$ cat src/rtl/i2c_arb_pkg.sv
// Shared types for the I2C command arbiter: FSM states, command bit layout and
// the round-robin pointer wrap helper.
package i2c_arb_pkg;

    typedef enum logic [1:0] {
        ARB_IDLE  = 2'd0,
        ARB_OWN   = 2'd1,
        ARB_DRAIN = 2'd2
    } arb_state_e;

    localparam int CmdW               = 5;
    localparam int CMD_START          = 4;
    localparam int CMD_READ           = 3;
    localparam int CMD_WRITE          = 2;
    localparam int CMD_WRITE_MULTIPLE = 1;
    localparam int CMD_STOP           = 0;

    typedef struct packed {
        logic start;
        logic read;
        logic write;
        logic write_multiple;
        logic stop;
    } i2c_cmd_t;

    // Explicit wrap so non-power-of-two requester counts never point past the last lane.
    function automatic int rr_next(input int cur, input int n);
        return (cur >= n - 1) ? 0 : cur + 1;
    endfunction

endpackage

$ cat src/rtl/i2c_arb_rr_pick.sv
// Combinational round-robin pick: first set request at or after the pointer,
// wrapping back to lane 0. Outputs one-hot, index and an any-request flag.
module i2c_arb_rr_pick #(
    parameter int N  = 2,
    parameter int PW = 1
) (
    input  logic [N-1:0]  i_req,
    input  logic [PW-1:0] i_ptr,
    output logic [N-1:0]  o_onehot,
    output logic [PW-1:0] o_idx,
    output logic          o_any
);

    always_comb begin
        o_onehot = '0;
        o_idx    = '0;
        o_any    = 1'b0;
        // Wrapped half first (lanes below the pointer), then overwritten by the
        // preferred half; descending loops leave the lowest matching lane.
        for (int i = N - 1; i >= 0; i--) begin
            if (i_req[i] && (i < int'(i_ptr))) begin
                o_onehot    = '0;
                o_onehot[i] = 1'b1;
                o_idx       = PW'(i);
                o_any       = 1'b1;
            end
        end
        for (int i = N - 1; i >= 0; i--) begin
            if (i_req[i] && (i >= int'(i_ptr))) begin
                o_onehot    = '0;
                o_onehot[i] = 1'b1;
                o_idx       = PW'(i);
                o_any       = 1'b1;
            end
        end
    end

endmodule

$ cat src/rtl/i2c_cmd_arbiter.sv
// Round-robin owner arbiter in front of a single i2c_master; ownership lasts from
// grant until STOP has completed on the bus. Optional idle-owner watchdog: I2C_ARB_TIMEOUT_EN.
module i2c_cmd_arbiter
    import i2c_arb_pkg::*;
#(
    parameter int NumReq        = 2,
    parameter int TimeoutCycles = 1000000
) (
    input  logic                   clk,
    input  logic                   reset,
    input  logic [NumReq*7-1:0]    req_address,
    input  logic [NumReq*CmdW-1:0] req_cmd,
    input  logic [NumReq-1:0]      req_cmd_valid,
    output logic [NumReq-1:0]      req_cmd_ready,
    input  logic [NumReq*8-1:0]    req_data_in,
    input  logic [NumReq-1:0]      req_data_in_valid,
    input  logic [NumReq-1:0]      req_data_in_last,
    output logic [NumReq-1:0]      req_data_in_ready,
    output logic [7:0]             req_data_out,
    output logic [NumReq-1:0]      req_data_out_valid,
    output logic [NumReq-1:0]      req_missed_ack,
    output logic [NumReq-1:0]      grant,
    output logic                   timeout,
    output logic [6:0]             m_address,
    output logic [CmdW-1:0]        m_cmd,
    output logic                   m_cmd_valid,
    output logic [7:0]             m_data_in,
    output logic                   m_data_in_valid,
    output logic                   m_data_in_last,
    input  logic                   m_cmd_ready,
    input  logic                   m_data_in_ready,
    input  logic [7:0]             m_data_out,
    input  logic                   m_data_out_valid,
    input  logic                   m_missed_ack,
    input  logic                   m_busy
);

    localparam int PW = (NumReq > 1) ? $clog2(NumReq) : 1;

    if (NumReq < 2 || NumReq > 8) begin : g_bad_numreq
        $error("i2c_cmd_arbiter: NumReq must be 2..8");
    end
    if (TimeoutCycles < 2) begin : g_bad_timeout
        $error("i2c_cmd_arbiter: TimeoutCycles must be at least 2");
    end

    arb_state_e        r_state, w_state_next;
    logic [NumReq-1:0] r_grant;
    logic [PW-1:0]     r_owner, r_ptr, w_ptr_next;
    logic [NumReq-1:0] w_pick_onehot;
    logic [PW-1:0]     w_pick_idx;
    logic              w_pick_any, w_own, w_active;
    logic              w_cmd_hs, w_data_hs, w_stop_hs, w_release, w_wd_expire;
    i2c_cmd_t          w_owner_cmd;

    logic [6:0]      w_addr_lane [NumReq];
    logic [CmdW-1:0] w_cmd_lane  [NumReq];
    logic [7:0]      w_din_lane  [NumReq];

    generate
        for (genvar gi = 0; gi < NumReq; gi++) begin : g_lane
            assign w_addr_lane[gi]        = req_address[gi*7 +: 7];
            assign w_cmd_lane[gi]         = req_cmd[gi*CmdW +: CmdW];
            assign w_din_lane[gi]         = req_data_in[gi*8 +: 8];
            assign req_cmd_ready[gi]      = r_grant[gi] & w_own & m_cmd_ready;
            assign req_data_in_ready[gi]  = r_grant[gi] & m_data_in_ready;
            assign req_data_out_valid[gi] = r_grant[gi] & m_data_out_valid;
            assign req_missed_ack[gi]     = r_grant[gi] & m_missed_ack;
        end
    endgenerate

    i2c_arb_rr_pick #(.N(NumReq), .PW(PW)) u_pick (
        .i_req    (req_cmd_valid),
        .i_ptr    (r_ptr),
        .o_onehot (w_pick_onehot),
        .o_idx    (w_pick_idx),
        .o_any    (w_pick_any)
    );

    assign w_own        = (r_state == ARB_OWN);
    assign w_active     = (r_state != ARB_IDLE);
    assign w_owner_cmd  = w_cmd_lane[r_owner];
    assign w_cmd_hs     = m_cmd_valid & m_cmd_ready;
    assign w_data_hs    = m_data_in_valid & m_data_in_ready;
    assign w_stop_hs    = w_cmd_hs & w_owner_cmd.stop;
    assign w_ptr_next   = PW'(rr_next(int'(r_owner), NumReq));
    assign w_release    = ((r_state == ARB_DRAIN) && !m_busy) || w_wd_expire;
    assign grant        = r_grant;
    assign req_data_out = m_data_out;

`ifdef I2C_ARB_TIMEOUT_EN
    logic [31:0] r_wd;
    logic        r_timeout;

    assign w_wd_expire = w_own & ~(w_cmd_hs | w_data_hs) & (r_wd == 32'(TimeoutCycles - 1));
    assign timeout     = r_timeout;

    // Only a silent owner counts; any handshake or leaving OWN restarts the window.
    always_ff @(posedge clk or posedge reset) begin
        if (reset) begin
            r_wd      <= '0;
            r_timeout <= 1'b0;
        end else begin
            r_timeout <= w_wd_expire;
            if (!w_own || w_cmd_hs || w_data_hs) r_wd <= '0;
            else                                 r_wd <= r_wd + 32'd1;
        end
    end
`else
    assign w_wd_expire = 1'b0;
    assign timeout     = 1'b0;
`endif

    always_ff @(posedge clk or posedge reset) begin
        if (reset) begin
            r_state <= ARB_IDLE;
            r_grant <= '0;
            r_owner <= '0;
            r_ptr   <= '0;
        end else begin
            r_state <= w_state_next;
            if ((r_state == ARB_IDLE) && w_pick_any) begin
                r_grant <= w_pick_onehot;
                r_owner <= w_pick_idx;
            end
            if (w_release) begin
                r_grant <= '0;
                r_ptr   <= w_ptr_next;
            end
        end
    end

    always_comb begin
        w_state_next = r_state;
        case (r_state)
            ARB_IDLE:  if (w_pick_any) w_state_next = ARB_OWN;
            ARB_OWN: begin
                if (w_stop_hs)        w_state_next = ARB_DRAIN;
                else if (w_wd_expire) w_state_next = ARB_IDLE;
            end
            ARB_DRAIN: if (!m_busy) w_state_next = ARB_IDLE;
            default:   w_state_next = ARB_IDLE;
        endcase
    end

    // DRAIN keeps the owner's data lanes connected while the STOP finishes.
    always_comb begin
        m_address       = '0;
        m_cmd           = '0;
        m_cmd_valid     = 1'b0;
        m_data_in       = '0;
        m_data_in_valid = 1'b0;
        m_data_in_last  = 1'b0;
        if (w_active) begin
            m_address       = w_addr_lane[r_owner];
            m_cmd           = w_cmd_lane[r_owner];
            m_cmd_valid     = w_own & req_cmd_valid[r_owner];
            m_data_in       = w_din_lane[r_owner];
            m_data_in_valid = req_data_in_valid[r_owner];
            m_data_in_last  = req_data_in_last[r_owner];
        end
    end

endmodule
$ cat config.mk
export PLATFORM = sky130hd
export DESIGN_NAME = i2c_cmd_arbiter
export DESIGN_NICKNAME = d
export VERILOG_FILES = /design/src/rtl/i2c_arb_pkg.sv /design/src/rtl/i2c_arb_rr_pick.sv /design/src/rtl/i2c_cmd_arbiter.sv
export SDC_FILE = /design/constraint.sdc
export NUM_CORES = 1
export LEC_CHECK = 0
export BUFFER_PORTS_ARGS = -buffer_cell sky130_fd_sc_hd__buf_2
export CAP_MARGIN = 5
export CORE_MARGIN = 5
export CORE_UTILIZATION = 28
export DETAILED_ROUTE_END_ITERATION = 10
export HOLD_SLACK_MARGIN = 0.06
export PLACE_DENSITY = 0.76
export SLEW_MARGIN = 40
export SYNTH_ARGS = -nofsm -noshare
export SYNTH_HDL_FRONTEND = slang
export SYNTH_HIERARCHICAL = 1
export SYNTH_SLANG_ARGS = --single-unit
$ cat constraint.sdc
create_clock -name clk -period 1.1 [get_ports clk]
set_input_delay 0.11 -clock clk [delete_from_list [all_inputs] [get_ports clk]]
set_output_delay 0.11 -clock clk [all_outputs]
set_load 0.03 [all_outputs]
======== After elaboration in Yosys (flattened, before gate mapping) ========
Index checks and enable logic that the tools add are counted.
word-level totals
  flip-flop bits (word level) ............. 6
  bits in latches ......................... 0
  memory bits (writable) .................. 0
  memory bits (read-only) ................. 0
  input port bits ......................... 61
  output and inout bits ................... 42
  word-level logic and storage cells ...... 74
  memories kept ........................... 0
cells by class
  add/sub/neg operators ................... 1
  $mul .................................... 0
  divide/modulo/power cells ............... 0
  $lt $le $gt $ge ......................... 5
  eq/ne operators ......................... 5
  shifts and indexed selects .............. 0
  mux-type cells .......................... 36
  bitwise logic cells ..................... 14
  reductions and logical operators ........ 9
operators by type and width
  kind                                                 count
  2-to-1 mux 8 bit                                     4
  2-to-1 mux 7 bit                                     4
  2-to-1 mux 5 bit                                     4
  2-to-1 mux 1 bit                                     16
  2-to-1 mux 2 bit                                     7
  AND 1 bit                                            13
  one-hot mux 2 bit (3 select lines)                   1
  logical AND 1 bit                                    4
  != test 2 bit (second input constant)                2
  nonzero test 2 bit                                   2
  AND reduction 3 bit                                  1
  == test 2 x 1 -> 1 bit (second input constant)       1
  == test 2 bit (second input constant)                1
  >= comparator 2 bit (second input constant)          1
  logical NOT 2 bit                                    1
  < comparator 1 x 2 -> 1 bit (second input constant)  1
  != test 2 x 1 -> 1 bit (second input constant)       1
  NOT 1 -> 2 bit                                       1
  adder 1 bit (second input constant)                  1
  >= comparator 1 bit (first input constant)           1
  >= comparator 1 bit (second input constant)          1
  logical NOT 1 bit                                    1
  < comparator 1 bit (first input constant)            1

======== Depth between registers and ports, before layout ========
Gate-level depths: netlist of the first run.
  word-level depth ........................ 8
  gate-level depth with buffers ........... 5
  gate-level depth less buffers ........... 4

======== By module ========
The synthesis of the first run kept the hierarchy.
modules (own cells, without submodules)
  module           times used  cells each  area each (um2)  seq. area each (um2)
  i2c_cmd_arbiter  1           99          757.0            150.1
  i2c_arb_rr_pick  1           5           32.5             0.0

======== Least setup slack after synthesis of the first run ========
OpenSTA, ideal clock, no wires.
  path kind ............................... reg-to-output
  from .................................... register r_owner
  to ...................................... output port m_cmd_valid
  arrival time ............................ 1.283 ns
  data required time ...................... 0.990 ns
  setup slack ............................. -0.293 ns
  stages on the path, launching flop included .. 4
  path buffers ............................ 1
  cells stage by stage .................... dfrtp_1 buf_4 mux2i_1 nor3_1
between the ends
  word-level cells in the longest chain between the ends .. 4
RTL lines
  element                                              RTL line                source
  start, declared                                      i2c_cmd_arbiter.sv:49   logic [PW-1:0] r_owner, r_ptr, w_ptr_next;
  start signal, assigned                               i2c_cmd_arbiter.sv:124  r_owner <= w_pick_idx;
  2-to-1 mux 1 bit (not written as such) (2 in a row)  i2c_cmd_arbiter.sv:157  m_cmd_valid = w_own & req_cmd_valid[r_owner];
  AND 1 bit                                            i2c_cmd_arbiter.sv:157
  2-to-1 mux 1 bit                                     i2c_cmd_arbiter.sv:154  if (w_active) begin
  end, declared                                        i2c_cmd_arbiter.sv:26   output logic m_cmd_valid,
Every way passes these cells. The select of a mux whose other input is x is not followed.

======== Worst setup path in the final report of the first run ========
Ends and elaborated chain as after synthesis.

==> results of run 1 <==
path summary, 6_finish.rpt:
check | to | from | cells past startpoint
min in group asynchronous | r_ptr | reset | 3
min reg2reg | r_ptr | r_ptr | 2
max | m_cmd_valid | r_owner | 4
max reg2reg | r_state[1] | r_owner | 5
max in group asynchronous | grant[0] | reset | 3
min | r_state[1] | m_busy | 2
cell type report:
cell class | count | area (µm²)
multi-input combinational | 79 | 681
inverter | 3 | 11.3
timing repair buffer | 99 | 781
fill | 231 | 1040
clock buffer | 3 | 22.5
sequential | 6 | 156
tap | 31 | 38.8
timing repair:
action                     4_1_cts  5_1_grt
gates resized for setup         64       33
hold buffers                     1        0
pin swaps                        1        4
setup endpoints to repair       35       36
buffers inserted                 3        0
hold endpoints to repair         6        0
stage by stage:
stage | util (%) | area (µm²) | instances | hold WS, ps | setup TNS, ps
floorplan | - | 882 | 104 | -99.0 | -852
global placement | 48.5 | 1330 | 214 | 39.0 | -2180
detailed placement | 48.5 | 1330 | 214 | 37.5 | -2770
CTS | 58.2 | 1590 | 221 | 153 | -7660
global route | 61.8 | 1690 | 221 | 197 | -9420
finish | 61.8 | 1690 | 221 | 189 | -7780
critical path, cell delays in order, from the launching register on:
cell     delay, ps
dfrtp_2        440
mux2i_1        310
buf_4          180
nor3_4          40
buf_6          130
flip-flops by register name (all words and copies together) (netlist names):
| name | count |
|---|---|
| r_owner | 1 |
| grant | 2 |
| r_ptr | 1 |
| r_state | 2 |
logic make-up (layout without fill, tap and decap cells):
| family | after synthesis | count (layout) | synth area share, % |
|---|---|---|---|
| AOI/OAI and AO/OA | 9 | 9 | 7.13 |
| and+or+nand+nor | 45 | 45 | 27.4 |
| other | 1 | 1 | 0.475 |
| buffers and inverters | 19 | 105 | 15.4 |
| muxes | 24 | 24 | 30.6 |
| DFF | 6 | 6 | 19.0 |
layout by cell type, fill, tap and decap left out, types with 2 or more instances in the layout:
master,netlist,routed
mux2i_1,23,19
buf_4,12,5
buf_2,4,55
buf_12,0,3
mux2i_2,0,3
nor2b_1,4,2
and3_4,0,2
a21oi_1,3,2
a21boi_1,2,2
nand2_1,3,2
nor2_1,24,2
clkbuf_4,0,3
and2_4,0,6
nor2_2,1,21
buf_6,0,34
nor2_4,0,2
inv_1,3,3
dfrtp_2,0,5
power groups by stage:
stage | logic [mW] | clock network, mW | registers, mW
5_1_grt | 4.32 | 0.233 | 0.511
6_report | 4.10 | 0.205 | 0.493
2_1_floorplan | 2.26 | 0 | 0.480
4_1_cts | 3.85 | 0.216 | 0.452
3_5_place_dp | 3.12 | 0 | 0.447
3_3_place_gp | 3.09 | 0 | 0.441
routing by layer:
| layer | global-route usage (%) | up-vias |
|---|---|---|
| met5 | 0 | - |
| met1 | 17.0 | 462 |
| met4 | 2.92 | 0 |
| met2 | 27.3 | 51 |
| li1 | - | 506 |
| met3 | 4.97 | 3 |
==> results.json, run 1 <==
{
  "status": "complete, but fails checks",
  "violations": "setup timing",
  "drv_cap": 0,
  "highest_layer": "met4",
  "internal_power_mw": 2.43,
  "drc": 0,
  "initial_core_util_pct": 28.9,
  "cts_made_buffers": 3,
  "wl_met2_um": 1810,
  "vias": 1022,
  "syn_to_final_growth_pct": 114,
  "seq_area_frac_synth_pct": 19.0,
  "setup_violations": 28,
  "synth_top_area_share_pct": 29.2,
  "rrSetupSlack_ps": -300,
  "worst_slack_ps": -347,
  "ys_seq_elements": 6,
  "power_mw": 4.80,
  "cp_data_arrival_time_ps": 1340,
  "p_seq_share_pct": 10.3,
  "synthTopCellsByArea": "mux2i_1, dfrtp_1, buf_4",
  "final_antenna_net_count": 0,
  "ys_warn_count": 6,
  "ctsHtreeMaxLevel": 1,
  "min_period_ps": 1450,
  "clockBufferDepth": 2,
  "syn_area_per_cell_um2": 7.59,
  "num_antenna_cells": 0,
  "die-height_um": 63.1,
  "synth_area_um2": 790,
  "post-place-ws_ps": -170,
  "drive_gt1_share_pct": 78.4,
  "grt_pass1_vias": 990,
  "cts.reportedPaths.clkPinSlew_ps": 50,
  "crit_fanout": 4,
  "routed_wl_um": 3290,
  "synth_enable_flop_cells": 0,
  "clkSinkCount": 6,
  "wl_per_cell_um": 14.9,
  "crit_path_start_kind": "flip-flop",
  "wl_met3_um": 321,
  "end_kind": "primary output",
  "io_pins": 103,
  "vias_per_cell": 4.62,
  "async_reset_ff_share_pct": 100,
  "final-hold-violation-count": 0,
  "grt_pass1_wl_um": 4960,
  "yosys.cell_types.count": 22,
  "p_leak_nw": 0.849,
  "slew_viol_final": 0,
  "cts_tree": "done",
  "syn_inst": 104,
  "rows": 19,
  "pwr-share-clk_pct": 4.3,
  "max_freq_ghz": 0.691,
  "yosysMostFrequentCell": "nor2_1",
  "coreArea_um2": 2730,
  "synth_commonest_cells": "nor2_1, mux2i_1, buf_4",
  "power_density_nw_per_um2": 2840,
  "cts_root_buf": "clkbuf_4",
  "required_ps": 990,
  "synth_area_leader_cell": "mux2i_1",
  "detail_route.first_pass.iterations": 4,
  "fin_nets": 253,
  "finalClockSkew_ps": 3.17,
  "drt-initial-drc-count": 27,
  "grt-ovfl-total": 0,
  "ys.flop_type": "dfrtp_1",
  "place.gp.congestion": 0.747,
  "critPathKind": "reg -> out",
  "swShare_pct": 49.4,
  "min_path_type": "in -> reg",
  "synth_nets": 165,
  "grt_max_degree": 15,
  "fin_crit_sh_pct": 132,
  "grt.total_usage_pct": 15.1,
  "clk_latency_ps": 240,
  "met1_length_um": 1140,
  "die_x_um": 63.1,
  "grt_antenna_before_repair": 0,
  "io_buffers": 85,
  "p_sw_mw": 2.37,
  "comb_power_share_pct": 85.5,
  "max-vdd-ir-drop_uv": 1850,
  "hpwl_um": 2370,
  "rsz0062_at_grt": "yes",
  "die_area_um2": 3980
}
Note: power is estimated with default switching activity, not from simulation.
==> run 2, diff against run 1 <==
- ABC_AREA: not set -> 1
==> results.json, run 2 <==
{
  "max_freq_ghz": 0.710,
  "final-hold-violation-count": 0,
  "status": "complete, but fails checks",
  "syn_area_per_cell_um2": 5.43,
  "initial_core_util_pct": 28.8,
  "grt_max_degree": 24,
  "ys_warn_count": 6,
  "layout_commonest_cell": "buf_2",
  "violations": "setup timing",
  "grt_antenna_before_repair": 0,
  "clk_latency_ps": 250,
  "layout_common_cells": "buf_2, nand2_1, buf_6",
  "async_reset_ff_share_pct": 100,
  "busiest_layer": "met2",
  "drc": 0,
  "yosysMostFrequentCell": "nand2_1",
  "vias_per_cell": 4.66,
  "io_buffers": 85,
  "p_seq_share_pct": 7.6,
  "crit_path_start_kind": "flip-flop",
  "placed_area_um2": 1520,
  "fin_cells": 264,
  "min_path_type": "in -> reg",
  "clkSinkCount": 6,
  "num_antenna_cells": 0,
  "ys_seq_elements": 6,
  "drive_gt1_share_pct": 71.2,
  "required_ps": 990,
  "synth_area_leader_cell": "nand2_1",
  "io_pins": 103,
  "hpwl_um": 2320,
  "slowest_delay_ps": 490,
  "fin_nets": 295,
  "final_cell_area_um2": 1920,
  "seq_area_frac_synth_pct": 19.1,
  "coreArea_um2": 2730,
  "whs_ps": 111,
  "syn_to_final_growth_pct": 144,
  "yosys.cell_types.count": 17,
  "die-height_um": 63.0,
  "synth_top_area_share_pct": 28.1,
  "critPathKind": "reg -> out",
  "cts_tree": "done",
  "syn_inst": 145,
  "ys.flop_type": "dfrtp_1",
  "place_inst": 256,
  "fin_util_pct": 70.3,
  "die_x_um": 63.0,
  "crit_fanout": 8,
  "p_leak_nw": 0.985,
  "cts.reportedPaths.clkPinSlew_ps": 50,
  "internal_power_mw": 2.95,
  "use_met1_pct": 15.8,
  "path_common_cell": "buf_6",
  "p_sw_mw": 3.33,
  "grt_pass1_wl_um": 4930,
  "cts_root_buf": "clkbuf_4",
  "fin_crit_sh_pct": 128,
  "synthTopCellsByArea": "nand2_1, dfrtp_1, a21oi_1",
  "grt_use_met3_pct": 4.50,
  "slew_viol_final": 0,
  "min_period_ps": 1410,
  "max-vdd-ir-drop_uv": 2380,
  "final_antenna_net_count": 0,
  "end_kind": "primary output",
  "swShare_pct": 53.0,
  "slowest_stage": "dfrtp_2",
  "finalClockSkew_ps": 4.74,
  "synth_commonest_cells": "nand2_1, a21oi_1, inv_1",
  "met2_usage_pct": 27.8,
  "comb_power_share_pct": 88.7,
  "cp_data_arrival_time_ps": 1300,
  "synth_enable_flop_cells": 0,
  "synth_area_um2": 787,
  "routed_wl_um": 3390,
  "vias": 1230,
  "pwr-share-clk_pct": 3.7,
  "synth_nets": 206,
  "wl_per_cell_um": 12.8,
  "worstPathCellList": "buf_6, nand2_1, a21oi_4, buf_6",
  "grt_pass1_vias": 1160,
  "ctsHtreeMaxLevel": 1,
  "rows": 19,
  "grt.total_usage_pct": 14.9,
  "clockBufferDepth": 2,
  "drv_cap": 0,
  "detail_route.first_pass.iterations": 4,
  "power_density_nw_per_um2": 3260,
  "drt-initial-drc-count": 68,
  "place.gp.congestion": 0.776,
  "setup_violations": 29,
  "die_area_um2": 3970,
  "grt-ovfl-total": 0,
  "rsz0062_at_grt": "yes",
  "worst_slack_ps": -308,
  "cts_made_buffers": 3
}
## run 2: cell count changes after synthesis, moves of 2 or more
cell and change:
nand2_1 +56, mux2i_1 -23, a21oi_1 +21, nor2_1 -20, inv_1 +15, and2_1 -6, nand3_1 +4, nor2b_1 -4
a21boi_1 -2, and3_1 -2, inv_2 +2
## run 2: per-stage QoR
step / setup TNS [ps] / power (mW) / setup slack (ps)
finish: -7210 / 6.28 / -308
global route: -9030 / 6.62 / -365
CTS: -7490 / 5.78 / -313
detailed placement: -3580 / 4.72 / -167
global placement: -2730 / 4.69 / -134
floorplan: -324 / 3.65 / -37.2
## run 2: power by group through the flow
stage | logic, mW | registers, mW | clock network [mW]
6_report | 5.57 | 0.475 | 0.234
2_1_floorplan | 3.17 | 0.479 | 0
3_3_place_gp | 4.25 | 0.437 | 0
5_1_grt | 5.87 | 0.494 | 0.257
4_1_cts | 5.07 | 0.474 | 0.236
3_5_place_dp | 4.27 | 0.446 | 0
## run 2: logic make-up (layout without fill, tap and decap cells)
kind of cell	Yosys count	after routing	synth area share, %
compound gates	28	28	18.1
simple gates	73	73	38.2
buf+inv	37	125	24.2
other cells	1	1	0.476
flops	6	6	19.1
## run 2: area by class of cell
class / instances / area (µm²)
multi-input cells: 102 / 796
fillers: 221 / 811
inverters: 20 / 82.6
clock buffers: 4 / 26.3
flip-flops and latches: 6 / 153
well taps: 31 / 38.8
repair buffers: 101 / 827
## run 2: critical path, delay by kind of cell (launching register included)
family / cells / cell delay, ps
and+or+nand+nor: 1 / 90
DFF: 1 / 490
AOI/OAI and AO/OA: 1 / 150
buffers and inverters: 2 / 320
## run 2: layer usage
metal  up-vias  wire [µm]
met1       564       1230
met4         0         33
met5         -          0
met3         5        255
met2        52       1860
li1        609          -
## run 2: repair_timing
item / in CTS / in global routing
gates resized for setup: 70 / 31
pin swaps: 7 / 6
hold buffers: 1 / 0
setup buffers: 1 / 2
gates cloned: 0 / 2
endpoints found under the hold margin: 6 / 0
setup endpoints to repair: 32 / 33
## run 2: worst paths after layout
check / start / endpoint / slack, ps / depth (start not counted)
worst max-delay path: r_owner / m_data_in[0] / -310 / 4
worst min-delay path: m_busy / r_state[1] / 110 / 3
worst max register to register: r_owner / r_state[0] / -30 / 5
worst min register to register: r_ptr / r_ptr / 560 / 2
max in group asynchronous: reset / r_owner / 570 / 3
min in group asynchronous: reset / grant[0] / 310 / 3
==> run 3, diff against run 2 <==
- REMOVE_ABC_BUFFERS: not set -> 1
==> results.json, run 3 (synthesis results as in run 2) <==
{
  "cts_tree": "done",
  "slowest_stage": "dfrtp_2",
  "clk_latency_ps": 250,
  "worstPathCellList": "inv_4, clkbuf_16, nand2_1, a21oi_2, buf_6",
  "drv_cap": 0,
  "crit_buf_inv": 3,
  "max_freq_ghz": 0.703,
  "grt_max_degree": 25,
  "io_buffers": 85,
  "clkSinkCount": 6,
  "die_x_um": 63.0,
  "p_leak_nw": 0.944,
  "max-vdd-ir-drop_uv": 2120,
  "required_ps": 990,
  "fin_util_pct": 61.6,
  "whs_ps": 117,
  "grt-ovfl-total": 0,
  "critPathKind": "reg -> out",
  "coreArea_um2": 2730,
  "min_path_type": "in -> reg",
  "final-hold-violation-count": 0,
  "vias_per_cell": 4.67,
  "crit_fanout": 8,
  "placed_area_um2": 1220,
  "cts.reportedPaths.clkPinSlew_ps": 50,
  "routed_wl_um": 3540,
  "grt.total_usage_pct": 13.9,
  "layout_common_cells": "buf_2, nand2_1, buf_6",
  "cp_data_arrival_time_ps": 1310,
  "place.gp.congestion": 0.801,
  "grt_pass1_vias": 1122,
  "crit_family": "flip-flops",
  "power_density_nw_per_um2": 3260,
  "end_kind": "primary output",
  "drc": 0,
  "final_cell_area_um2": 1690,
  "final_antenna_net_count": 0,
  "fin_nets": 292,
  "slowest_delay_ps": 450,
  "die-height_um": 63.0,
  "hpwl_um": 2180,
  "seq_area_um2": 151,
  "rrSetupSlack_ps": 20,
  "num_antenna_cells": 0,
  "io_pins": 103,
  "rows": 19,
  "initial_core_util_pct": 28.8,
  "violations": "setup timing",
  "cts_made_buffers": 3,
  "clockBufferDepth": 2,
  "grt_antenna_before_repair": 0,
  "finalClockSkew_ps": 0.295,
  "ctsHtreeMaxLevel": 1,
  "rsz0062_at_grt": "yes",
  "crit_path_start_kind": "flip-flop",
  "layout_commonest_cell": "buf_2",
  "grt_pass1_wl_um": 4630,
  "wl_per_cell_um": 13.6,
  "detail_route.first_pass.iterations": 4,
  "fillers": 267,
  "syn_to_final_growth_pct": 114,
  "worst_slack_ps": -323,
  "min_period_ps": 1420,
  "drt-initial-drc-count": 34,
  "die_area_um2": 3970,
  "status": "complete, but fails checks",
  "drive_gt1_share_pct": 65.1,
  "multi_input_area_um2": 609,
  "slew_viol_final": 0,
  "fin_crit_sh_pct": 129,
  "setup_violations": 25,
  "cts_root_buf": "clkbuf_4",
  "vias": 1214
}
==> run 3: changes by cell type in the layout (fill, tap and decap cells not counted), sizes merged <==
cell    delta
clkbuf     -1
buf        -3
==> run 3: what timing repair did <==
action | in CTS | in global routing
pin swaps | 3 | 8
endpoints found under the hold margin | 6 | 0
gates cloned | 0 | 3
setup endpoints to repair | 33 | 34
hold buffers | 1 | 0
buffers inserted | 0 | 1
resized for setup | 53 | 66
==> run 3: final cells by class <==
cell class                      instances  area share [%]
Timing Repair Buffer                   98            46.6
Multi-Input combinational cell        102            36.2
Sequential cell                         6            8.98
Inverter                               20            4.60
Tap cell                               31            2.30
Clock buffer                            3            1.34
==> run 3: final timing paths <==
kind                                      to        from  depth (start not counted)
worst max-delay path            m_address[6]     r_owner                          5
worst min-delay path              r_state[1]      m_busy                          3
worst max register to register       r_owner  r_state[0]                          5
worst min register to register         r_ptr       r_ptr                          2
max in group asynchronous            r_owner       reset                          3
min in group asynchronous           grant[1]       reset                          3
==> run 3: worst register-to-register path, delay by kind of cell (launching register included) <==
kind,cells,cell delay [ps]
DFF,1,420
and+or+nand+nor,3,370
buffers and inverters,1,140
AOI/OAI and AO/OA,1,50
==> run 3: power breakdown <==
part	switching, mW	internal, mW
clock network	0.0940	0.124
logic	2.75	2.09
registers	0.112	0.324
==> run 3: per-stage QoR <==
step	power [mW]	instances	setup slack, ps	TNS [ps]
after floorplan	2.54	128	-514	-12550
after global placement	3.69	252	-67.5	-724
after detailed placement	3.72	252	-127	-1750
after CTS	4.45	256	-313	-7190
after global routing	5.82	260	-392	-9340
final	5.50	260	-323	-7360
==> run 3: layer usage <==
metal | global-route usage [%] | share of wire [%] | wire [µm] | up-vias
met2 | 26.5 | 53 | 1880 | 71
met1 | 13.9 | 37 | 1300 | 531
met5 | 0 | 0 | 0 | -
met3 | 3.42 | 8.2 | 292 | 7
met4 | 6.10 | 1.8 | 63 | 0
li1 | - | - | - | 605
